===== src/rtl/mult_pkg.sv =====
// Shared types and sizing helpers for the shift-and-add multiplier.
package mult_pkg;

    typedef enum logic [1:0] {
        IDLE = 2'd0,
        RUN  = 2'd1,
        DONE = 2'd2
    } mult_state_t;

    // One extra bit so the counter can hold WIDTH itself.
    function automatic int count_w(input int w);
        return $clog2(w) + 1;
    endfunction

endpackage


===== src/rtl/mult_datapath.sv =====
// Accumulator, shifting multiplicand/multiplier and product register.
module mult_datapath
    import mult_pkg::*;
#(
    parameter int WIDTH = 32
) (
    input  logic               clk,
    input  logic               reset,
    input  logic               i_load,
    input  logic               i_step,
    input  logic               i_store,
    input  logic [WIDTH-1:0]   i_a,
    input  logic [WIDTH-1:0]   i_b,
    output logic [2*WIDTH-1:0] o_product
);

    localparam int PW = 2 * WIDTH;

    logic [PW-1:0]    r_acc;
    logic [PW-1:0]    r_mcand;
    logic [WIDTH-1:0] r_mplier;
    logic [PW-1:0]    r_product;
    logic [PW-1:0]    w_acc_next;

    assign w_acc_next = r_mplier[0] ? (r_acc + r_mcand) : r_acc;
    assign o_product  = r_product;

    always_ff @(posedge clk) begin
        if (reset) begin
            r_acc     <= '0;
            r_mcand   <= '0;
            r_mplier  <= '0;
            r_product <= '0;
        end else begin
            if (i_load) begin
                r_acc    <= '0;
                r_mcand  <= {{WIDTH{1'b0}}, i_a};
                r_mplier <= i_b;
            end else if (i_step) begin
                r_acc    <= w_acc_next;
                r_mcand  <= r_mcand << 1;
                r_mplier <= r_mplier >> 1;
            end
            // Final step's contribution is folded in on the store edge.
            if (i_store) begin
                r_product <= w_acc_next;
            end
        end
    end

endmodule


===== src/rtl/shift_add_multiplier.sv =====
// Multi-cycle unsigned shift-and-add multiplier with start/done handshake.
module shift_add_multiplier
    import mult_pkg::*;
#(
    parameter int WIDTH = 32
) (
    input  logic               clk,
    input  logic               reset,
    input  logic               start,
    input  logic [WIDTH-1:0]   a,
    input  logic [WIDTH-1:0]   b,
    output logic               busy,
    output logic               done,
    output logic [2*WIDTH-1:0] product
);

    localparam int CW = count_w(WIDTH);

    mult_state_t r_state;
    mult_state_t w_next;
    logic [CW-1:0] r_count;
    logic [CW-1:0] w_count_next;
    logic          r_busy;
    logic          r_done;
    logic          w_load;
    logic          w_step;
    logic          w_store;

    always_ff @(posedge clk) begin
        if (reset) begin
            r_state <= IDLE;
            r_count <= '0;
            r_busy  <= 1'b0;
            r_done  <= 1'b0;
        end else begin
            r_state <= w_next;
            r_count <= w_count_next;
            r_busy  <= (w_next != IDLE);
            r_done  <= (w_next == DONE);
        end
    end

    always_comb begin
        w_next       = r_state;
        w_count_next = r_count;
        w_load       = 1'b0;
        w_step       = 1'b0;
        w_store      = 1'b0;
        unique case (r_state)
            IDLE: begin
                if (start) begin
                    w_load       = 1'b1;
                    w_count_next = '0;
                    w_next       = RUN;
                end
            end
            RUN: begin
                w_step       = 1'b1;
                w_count_next = r_count + 1'b1;
                if (r_count == CW'(WIDTH - 1)) begin
                    w_store = 1'b1;
                    w_next  = DONE;
                end
            end
            DONE: begin
                w_next = IDLE;
            end
            default: begin
                w_next = IDLE;
            end
        endcase
    end

    mult_datapath #(
        .WIDTH(WIDTH)
    ) u_dp (
        .clk      (clk),
        .reset    (reset),
        .i_load   (w_load),
        .i_step   (w_step),
        .i_store  (w_store),
        .i_a      (a),
        .i_b      (b),
        .o_product(product)
    );

    assign busy = r_busy;
    assign done = r_done;

endmodule

===== config.mk =====
export PLATFORM = sky130hd
export DESIGN_NAME = shift_add_multiplier
export DESIGN_NICKNAME = d
export VERILOG_FILES = /design/src/rtl/mult_pkg.sv /design/src/rtl/mult_datapath.sv /design/src/rtl/shift_add_multiplier.sv
export SDC_FILE = /design/constraint.sdc
export NUM_CORES = 1
export LEC_CHECK = 0
export ABC_CLOCK_PERIOD_IN_PS = 4080
export CAP_MARGIN = 30
export CORE_MARGIN = 2
export CORE_UTILIZATION = 50
export DETAILED_ROUTE_END_ITERATION = 7
export PLACE_DENSITY = 0.72
export RECOVER_POWER = 50
export SLEW_MARGIN = 10
export SYNTH_ARGS = -nofsm -noshare
export SYNTH_HDL_FRONTEND = slang
export SYNTH_SLANG_ARGS = --single-unit

===== constraint.sdc =====
create_clock -name clk -period 4.08 [get_ports clk]
set_input_delay 0.816 -clock clk [delete_from_list [all_inputs] [get_ports clk]]
set_output_delay 0.816 -clock clk [all_outputs]
set_load 0.02 [all_outputs]

==> results of run 1 <==
power by group through the flow:
stage	registers, mW	logic (mW)	clock network, mW
5_1_grt	2.41	0.589	2.59
6_report	2.40	0.540	2.47
2_1_floorplan	2.43	0.350	0
4_1_cts	2.40	0.538	2.50
3_3_place_gp	2.45	0.523	0
3_5_place_dp	2.45	0.536	0
flip-flops by register name, summed over array words and instances (netlist names):
signal	flops
u_dp.r_acc	64
busy	1
r_state	2
u_dp.r_mplier	32
u_dp.r_mcand	64
u_dp.o_product	64
done	1
r_count	6
final cells by class:
class                           instances  area (um2)  area share
Sequential cell                       234        4690       0.311
Timing Repair Buffer                  154        1470      0.0980
Clock inverter                          9         155      0.0103
Multi-Input combinational cell       1261        7520       0.500
Inverter                               15        56.3     0.00374
Tap cell                              330         413      0.0274
Clock buffer                           37         741      0.0492
placed cells by master (no fill, tap or decap), types with 13 or more instances in the layout:
cell type / n
sky130_fd_sc_hd__a21oi_1: 185
sky130_fd_sc_hd__nand3_1: 31
sky130_fd_sc_hd__mux2i_1: 35
sky130_fd_sc_hd__dfxtp_1: 233
sky130_fd_sc_hd__o21ai_0: 135
sky130_fd_sc_hd__or3_1: 13
sky130_fd_sc_hd__nor3_1: 22
sky130_fd_sc_hd__nor2_1: 141
sky130_fd_sc_hd__a21o_1: 25
sky130_fd_sc_hd__nand4_1: 24
sky130_fd_sc_hd__a211oi_1: 56
sky130_fd_sc_hd__inv_1: 15
sky130_fd_sc_hd__clkbuf_16: 25
sky130_fd_sc_hd__ha_1: 64
sky130_fd_sc_hd__dlygate4sd3_1: 66
sky130_fd_sc_hd__a31oi_1: 15
sky130_fd_sc_hd__clkdlybuf4s50_1: 65
sky130_fd_sc_hd__o21bai_1: 14
sky130_fd_sc_hd__o22ai_1: 57
sky130_fd_sc_hd__xor2_1: 21
sky130_fd_sc_hd__nand2_1: 256
sky130_fd_sc_hd__xnor2_1: 34
routing by layer:
layer	global-route usage	vias to the layer above	wire length, um
met3	0.0541	55	2790
met1	0.407	5724	17800
li1	-	6011	-
met4	0.0595	0	632
met2	0.432	380	16100
met5	0	-	0
path summary, 6_finish.rpt:
kind | startpoint | end | slack (ns)
worst min-delay path | u_dp.r_mplier[21] | u_dp.r_mplier[21] | 0.45
worst max register to register | u_dp.r_mplier[0] | u_dp.r_acc[34] | 0.39
worst min register to register | u_dp.r_mplier[21] | u_dp.r_mplier[21] | 0.45
worst max-delay path | u_dp.r_mplier[0] | u_dp.r_acc[34] | 0.39
tightest hold or removal path, cell delays in order (launching register included):
cell and delay [ns]:
sky130_fd_sc_hd__dfxtp_1 0.32, sky130_fd_sc_hd__nand2_1 0.04, sky130_fd_sc_hd__o21ai_0 0.05
per-stage QoR:
stage,total power [mW],hold slack [ns],setup WS (ns)
2_1_floorplan,2.78,0.426,1.08
3_3_place_gp,2.97,0.434,0.666
3_5_place_dp,2.99,0.445,0.575
4_1_cts,5.44,0.459,0.531
5_1_grt,5.59,0.472,0.116
6_report,5.41,0.455,0.386
logic make-up after synthesis:
kind of cell,count (synthesis),share of synthesized area
AO/OA/AOI/OAI,567,0.274
XOR/XNOR,55,0.0380
adder cells (fa/ha/maj),65,0.0648
buffers and inverters,127,0.0381
flip-flops,234,0.370
multiplexers,37,0.0294
AND/OR/NAND/NOR,537,0.186
==> load_flow_metrics.sql, run 1 <==
INSERT INTO impl_metrics (metric_group, metric, value, unit) VALUES
('global_routing', 'grt_usage', '0.281', ''),
('clock_tree', 'postCtsResizedCells', '0', ''),
('critical_path', 'worst_path_dominant_cell_family', 'buffers and inverters', ''),
('critical_path', 'worst-path-stages', '4', ''),
('timing', 'totalNegativeSetupSlack', '0', 'ns'),
('critical_path', 'crit_slowest_cell', 'sky130_fd_sc_hd__clkbuf_1', ''),
('power', 'switching_power', '1.34', 'mW'),
('power', 'cellLeakagePower', '5.76', 'nW'),
('die', 'start_util', '0.506', ''),
('route', 'detailedRoute.firstPassIterationCount', '6', ''),
('synth', 'synth_cell_types', '70', ''),
('synth', 'syn-cell-area', '12700', 'um2'),
('power', 'cellPowerDensity', '359', 'nW/um2'),
('clock_tree', 'worst_skew_pair.late_latency', '0.54', 'ns'),
('timing', 'setup_viol', '0', ''),
('clock_tree', 'cts_sinks', '234', ''),
('clock_tree', 'cts-htree-levels', '1', ''),
('synth', 'synth_top_area_frac', '0.370', ''),
('layout', 'fill_cells', '2331', ''),
('critical_path', 'critical_path_peak_fanout', '35', ''),
('layout', 'num_antenna_cells', '0', ''),
('layout', 'area_growth', '18.7', '%'),
('critical_path', 'ff2ff_path_depth', '4', ''),
('synth', 'synth.most_common_cell', 'sky130_fd_sc_hd__nand2_1', ''),
('outcome', 'violated_checks', 'max-capacitance violations, max-slew violations', ''),
('power', 'intPower', '4.06', 'mW'),
('outcome', 'status', 'complete, but fails checks', ''),
('global_routing', 'grt_first_pass_wirelength', '60.8', 'mm'),
('synth', 'yosysWarnings', '0', ''),
('die', 'die_height', '163', 'um'),
('synth', 'postSynthNetCount', '1754', ''),
('critical_path', 'timing.critical_path.required', '4.52', 'ns'),
('place', 'port_buffers', '132', ''),
('route', 'routedWlPerCell', '18.3', 'um'),
('power', 'seqPwrFrac', '0.444', ''),
('die', 'chipWidth', '163', 'um'),
('hold_path', 'worstHoldPathCells', '2', ''),
('power', 'sw_frac_of_total', '0.248', ''),
('synth', 'synth-edff-count', '0', ''),
('timing', 'finalMaxSlewViolations', '202', ''),
('timing', 'max_freq', '271', 'MHz'),
('timing', 'worstMarginPinSlew', '2.33', 'ns'),
('route', 'routed_via_density', '5.97', ''),
('layout', 'finish.cell_count_without_fillers', '2040', ''),
('synth', 'synth.yosys.seq_area_share', '0.370', ''),
('timing', 'fin_crit_period', '3.69', 'ns'),
('clock_tree', 'cts.reportedPaths.clkPinSlew', '0.06', 'ns'),
('hold_path', 'timing.hold.worst.class', 'reg -> reg', ''),
('synth', 'post_synth_main_area_contributors', 'sky130_fd_sc_hd__dfxtp_1, sky130_fd_sc_hd__nand2_1, sky130_fd_sc_hd__a21oi_1', ''),
('global_routing', 'antenna_found_initial', '1', ''),
('timing', 'slew_headroom', '-0.554', ''),
('timing', 'min_period_over_period', '0.905', ''),
('critical_path', 'cp.arrival', '4.13', 'ns'),
('die', 'dieArea', '26600', 'um2'),
('layout', 'post_layout_utilization_of_the_core', '0.601', ''),
('die', 'rows', '58', ''),
('critical_path', 'start_kind', 'register', ''),
('route', 'drcViolationCount', '0', ''),
('synth', 'post-synth-top-area-cell', 'sky130_fd_sc_hd__dfxtp_1', ''),
('synth', 'ys_dominant_reg_cell', 'sky130_fd_sc_hd__dfxtp_1', ''),
('critical_path', 'critPathBufInv', '2', ''),
('timing', 'hold_viol_final', '0', ''),
('layout', 'post_route_cells_drive_above_1_share', '0.0526', ''),
('clock_tree', 'tritoncts_clock_tree', 'done', ''),
('die', 'floorplan.core_area', '25000', 'um2'),
('place', 'postPlaceCellArea', '14200', 'um2'),
('route', 'count_of_vias_placed_by_the_detailed_router', '12200', ''),
('synth', 'netlist_instances', '1622', ''),
('synth', 'synth_top_cells_by_count', 'sky130_fd_sc_hd__nand2_1, sky130_fd_sc_hd__dfxtp_1, sky130_fd_sc_hd__a21oi_1', ''),
('die', 'top_level_ports', '133', ''),
('job', 'maxCapViolations', '4', '');
Note: power is estimated with default switching activity, not from simulation.
==> inputs of run 2 (changes only) <==
--- a/config.mk
+++ b/config.mk
@@ -5,14 +5,13 @@
 export SDC_FILE = /design/constraint.sdc
 export NUM_CORES = 1
 export LEC_CHECK = 0
-export ABC_CLOCK_PERIOD_IN_PS = 4080
+export ABC_CLOCK_PERIOD_IN_PS = 3900
 export CAP_MARGIN = 30
 export CORE_MARGIN = 2
-export CORE_UTILIZATION = 50
+export CORE_UTILIZATION = 55
 export DETAILED_ROUTE_END_ITERATION = 7
-export PLACE_DENSITY = 0.72
+export PLACE_DENSITY = 0.78
 export RECOVER_POWER = 50
-export SLEW_MARGIN = 10
 export SYNTH_ARGS = -nofsm -noshare
 export SYNTH_HDL_FRONTEND = slang
 export SYNTH_SLANG_ARGS = --single-unit
==> constraint.sdc (replaced) <==
create_clock -name clk -period 3.9 [get_ports clk]
set_input_delay 0.78 -clock clk [delete_from_list [all_inputs] [get_ports clk]]
set_output_delay 0.78 -clock clk [all_outputs]
set_load 0.02 [all_outputs]
==> load_flow_metrics.sql, run 2 (synthesis results as in run 1) <==
INSERT INTO impl_metrics (metric_group, metric, value, unit) VALUES
('clock_tree', 'cts_hold_bufs', '0', ''),
('die', 'dieArea', '24300', 'um2'),
('critical_path', 'worst_setup_path_end_kind', 'register', ''),
('clock_tree', 'clock_tree.buffer_depth', '3', ''),
('clock_tree', 'postCtsResizedCells', '0', ''),
('power', 'cellPowerDensity', '375', 'nW/um2'),
('clock_tree', 'cts_setup_buffers', '0', ''),
('layout', 'num_antenna_cells', '0', ''),
('critical_path', 'worstSetupStartpoint', 'start', ''),
('clock_tree', 'cts-htree-levels', '1', ''),
('critical_path', 'criticalPathCategory', 'in -> reg', ''),
('timing', 'max_freq', '285', 'MHz'),
('global_routing', 'grt_first_pass_wirelength', '60.4', 'mm'),
('job', 'maxCapViolations', '2', ''),
('critical_path', 'crit_slowest_cell', 'sky130_fd_sc_hd__or2_0', ''),
('power', 'sw_frac_of_total', '0.256', ''),
('critical_path', 'endpoint_of_the_lowest_slack_register_to_register_path', 'u_dp.o_product[58]', ''),
('layout', 'final_cell_mix', 'sky130_fd_sc_hd__nand2_1, sky130_fd_sc_hd__dfxtp_1, sky130_fd_sc_hd__a21oi_1, sky130_fd_sc_hd__nor2_1, sky130_fd_sc_hd__o21ai_0', ''),
('outcome', 'violated_checks', 'max-capacitance violations, max-slew violations', ''),
('critical_path', 'critPathBufInv', '2', ''),
('critical_path', 'critical_path.reg2reg.startpoint', 'u_dp.r_mcand[0]', ''),
('critical_path', 'critical_path.cell_chain', 'dlygate4sd3_1 > nor3b_1 > or2_0 > buf_4 > a211oi_1', ''),
('global_routing', 'grt_usage', '0.306', ''),
('route', 'routed_via_density', '6.22', ''),
('hold_path', 'hold_path.startpoint', 'u_dp.r_mplier[10]', ''),
('global_routing', 'vias_in_the_first_global_route', '11500', ''),
('layout', 'nets', '1827', ''),
('power', 'power_frac_comb', '0.100', ''),
('timing', 'grt_setup_unrepaired', 'false', ''),
('power', 'seqPwrFrac', '0.446', ''),
('route', 'wl_met2', '16.1', 'mm'),
('power', 'vdd_ir_drop_max', '332', 'uV'),
('timing', 'min_period_over_period', '0.900', ''),
('critical_path', 'timing.critical_path.slowest_cell_delay', '1.36', 'ns'),
('critical_path', 'setup.reg_to_reg.worst_slack', '0.45', 'ns'),
('clock_tree', 'cts-buffers-inserted', '26', ''),
('die', 'chipWidth', '156', 'um'),
('critical_path', 'critical_path_peak_fanout', '26', ''),
('route', 'drcViolationCount', '0', ''),
('power', 'switching_power', '1.44', 'mW'),
('timing', 'worstMarginPinSlew', '1.90', 'ns'),
('hold_path', 'timing.hold.worst.class', 'reg -> reg', ''),
('clock_tree', 'cts_sinks', '234', ''),
('route', 'dr.max_layer_used', 'met4', ''),
('place', 'place.detailed.hpwl', '26.1', 'mm'),
('route', 'met1_length', '17.4', 'mm'),
('global_routing', 'largest_net_degree_at_the_start_of_global_routing', '82', ''),
('hold_path', 'hold_path_end', 'u_dp.r_mplier[10]', ''),
('die', 'top_level_ports', '133', ''),
('die', 'rows', '55', ''),
('clock_tree', 'cts.reportedPaths.clkPinSlew', '0.06', 'ns'),
('timing', 'totalNegativeSetupSlack', '0', 'ns'),
('layout', 'post_route_cells_drive_above_1_share', '0.0583', ''),
('global_routing', 'globalRouteOverflowTotal', '0', ''),
('place', 'globalplace.congestion', '0.937', ''),
('timing', 'finalMaxSlewViolations', '68', ''),
('hold_path', 'worstHoldPathCells', '2', ''),
('die', 'start_util', '0.560', ''),
('critical_path', 'worst_path_dominant_cell_family', 'simple AND/OR/NAND/NOR gates', ''),
('clock_tree', 'tritoncts_clock_tree', 'done', ''),
('timing', 'setup_viol', '0', ''),
('global_routing', 'antenna_found_initial', '0', ''),
('critical_path', 'start_kind', 'input port', ''),
('place', 'port_buffers', '132', ''),
('route', 'drt_first_iter_violations', '1027', ''),
('critical_path', 'ff2ff_path_depth', '12', ''),
('timing', 'hold_viol_final', '0', ''),
('timing', 'fin_crit_period', '3.51', 'ns'),
('route', 'routedWlPerCell', '18.8', 'um'),
('clock_tree', 'worst_skew_pair.late_latency', '0.55', 'ns'),
('power', 'intPower', '4.20', 'mW'),
('route', 'detailedRoute.firstPassIterationCount', '5', ''),
('place', 'detailedPlace.worstSlack', '0.487', 'ns'),
('timing', 'slew_headroom', '-0.267', ''),
('outcome', 'status', 'complete, but fails checks', ''),
('route', 'totalWireLength', '37.6', 'mm'),
('route', 'count_of_vias_placed_by_the_detailed_router', '12400', ''),
('clock_tree', 'cts-root-buf', 'sky130_fd_sc_hd__clkbuf_16', ''),
('timing', 'final_critical_path_setup_slack', '0.392', 'ns'),
('power', 'cellLeakagePower', '5.78', 'nW'),
('layout', 'area_growth', '18.6', '%'),
('layout', 'finish.cell_count_without_fillers', '2000', ''),
('layout', 'post_layout_utilization_of_the_core', '0.664', ''),
('timing', 'final_hold_slack', '0.455', 'ns'),
('power', 'power.share.clock', '0.455', ''),
('place', 'placed_cells_incl_taps', '1952', ''),
('timing', 'fin_skew', '0.0111', 'ns'),
('die', 'floorplan.core_area', '22600', 'um2'),
('critical_path', 'cp.arrival', '3.89', 'ns'),
('route', 'met3RoutedLength', '3.18', 'mm'),
('layout', 'mostFrequentLayoutCell', 'sky130_fd_sc_hd__nand2_1', ''),
('die', 'die_height', '156', 'um'),
('route', 'antenna_violating_nets_post_route', '0', ''),
('critical_path', 'timing.critical_path.required', '4.29', 'ns');
[run 2: changes by cell type in the layout (fill, tap and decap cells not counted), moves of 2 or more]
cell and change:
sky130_fd_sc_hd__clkbuf_1 -4, sky130_fd_sc_hd__clkinv_2 +3, sky130_fd_sc_hd__clkbuf_16 +2, sky130_fd_sc_hd__clkinvlp_4 +3, sky130_fd_sc_hd__buf_4 +7, sky130_fd_sc_hd__clkbuf_2 -3, sky130_fd_sc_hd__clkbuf_8 -4
[run 2: how the worst max path moves through the flow]
stage | cells after the start | slack [ns] | endpoint
after global placement | 12 | 0.62 | u_dp.o_product[58]
after global routing | 13 | 0.11 | u_dp.r_acc[56]
final | 5 | 0.39 | u_dp.r_acc[16]
after CTS | 12 | 0.46 | u_dp.o_product[58]
after detailed placement | 12 | 0.49 | u_dp.o_product[50]
after floorplan | 12 | 0.90 | u_dp.o_product[58]
[run 2: metrics by stage]
step           total power [mW]  instance area, um2
2_1_floorplan              2.91               12700
3_3_place_gp               3.10               14100
3_5_place_dp               3.12               14200
4_1_cts                    5.66               15100
5_1_grt                    5.80               15000
6_report                   5.64               15000
[run 2: final cells by class]
| cell class | count | area [um2] |
|---|---|---|
| Tap cell | 285 | 357 |
| Multi-Input combinational cell | 1261 | 7520 |
| Sequential cell | 234 | 4690 |
| Clock buffer | 33 | 728 |
| Fill cell | 1954 | 7610 |
| Timing Repair Buffer | 157 | 1510 |
| Clock inverter | 15 | 171 |
| Inverter | 15 | 56.3 |
[run 2: tightest hold or removal path: cells and delay by family (launching register included)]
| kind | cells | cell delay, ns |
|---|---|---|
| and+or+nand+nor | 1 | 0.04 |
| AOI/OAI and AO/OA | 1 | 0.05 |
| DFF | 1 | 0.33 |
[run 2: power groups by stage]
stage / sequential (mW) / combinational (mW) / clock [mW]
after detailed placement: 2.56 / 0.552 / 0
after CTS: 2.51 / 0.556 / 2.59
after floorplan: 2.54 / 0.366 / 0
after global routing: 2.52 / 0.613 / 2.67
after global placement: 2.56 / 0.543 / 0
final: 2.51 / 0.562 / 2.56
[run 2: per-layer routing]
layer,vias up,global-route usage
met5,-,0
met4,0,0.0874
met3,71,0.0444
met2,499,0.470
met1,5825,0.448
li1,6036,-
==> inputs of run 3 (changes only) <==
--- a/config.mk
+++ b/config.mk
@@ -12,6 +12,7 @@
 export DETAILED_ROUTE_END_ITERATION = 7
 export PLACE_DENSITY = 0.78
 export RECOVER_POWER = 50
+export SLEW_MARGIN = 15
 export SYNTH_ARGS = -nofsm -noshare
 export SYNTH_HDL_FRONTEND = slang
 export SYNTH_SLANG_ARGS = --single-unit
==> results of run 3 <==
No change in the layout: final DEF, timing and power equal those of run 2.
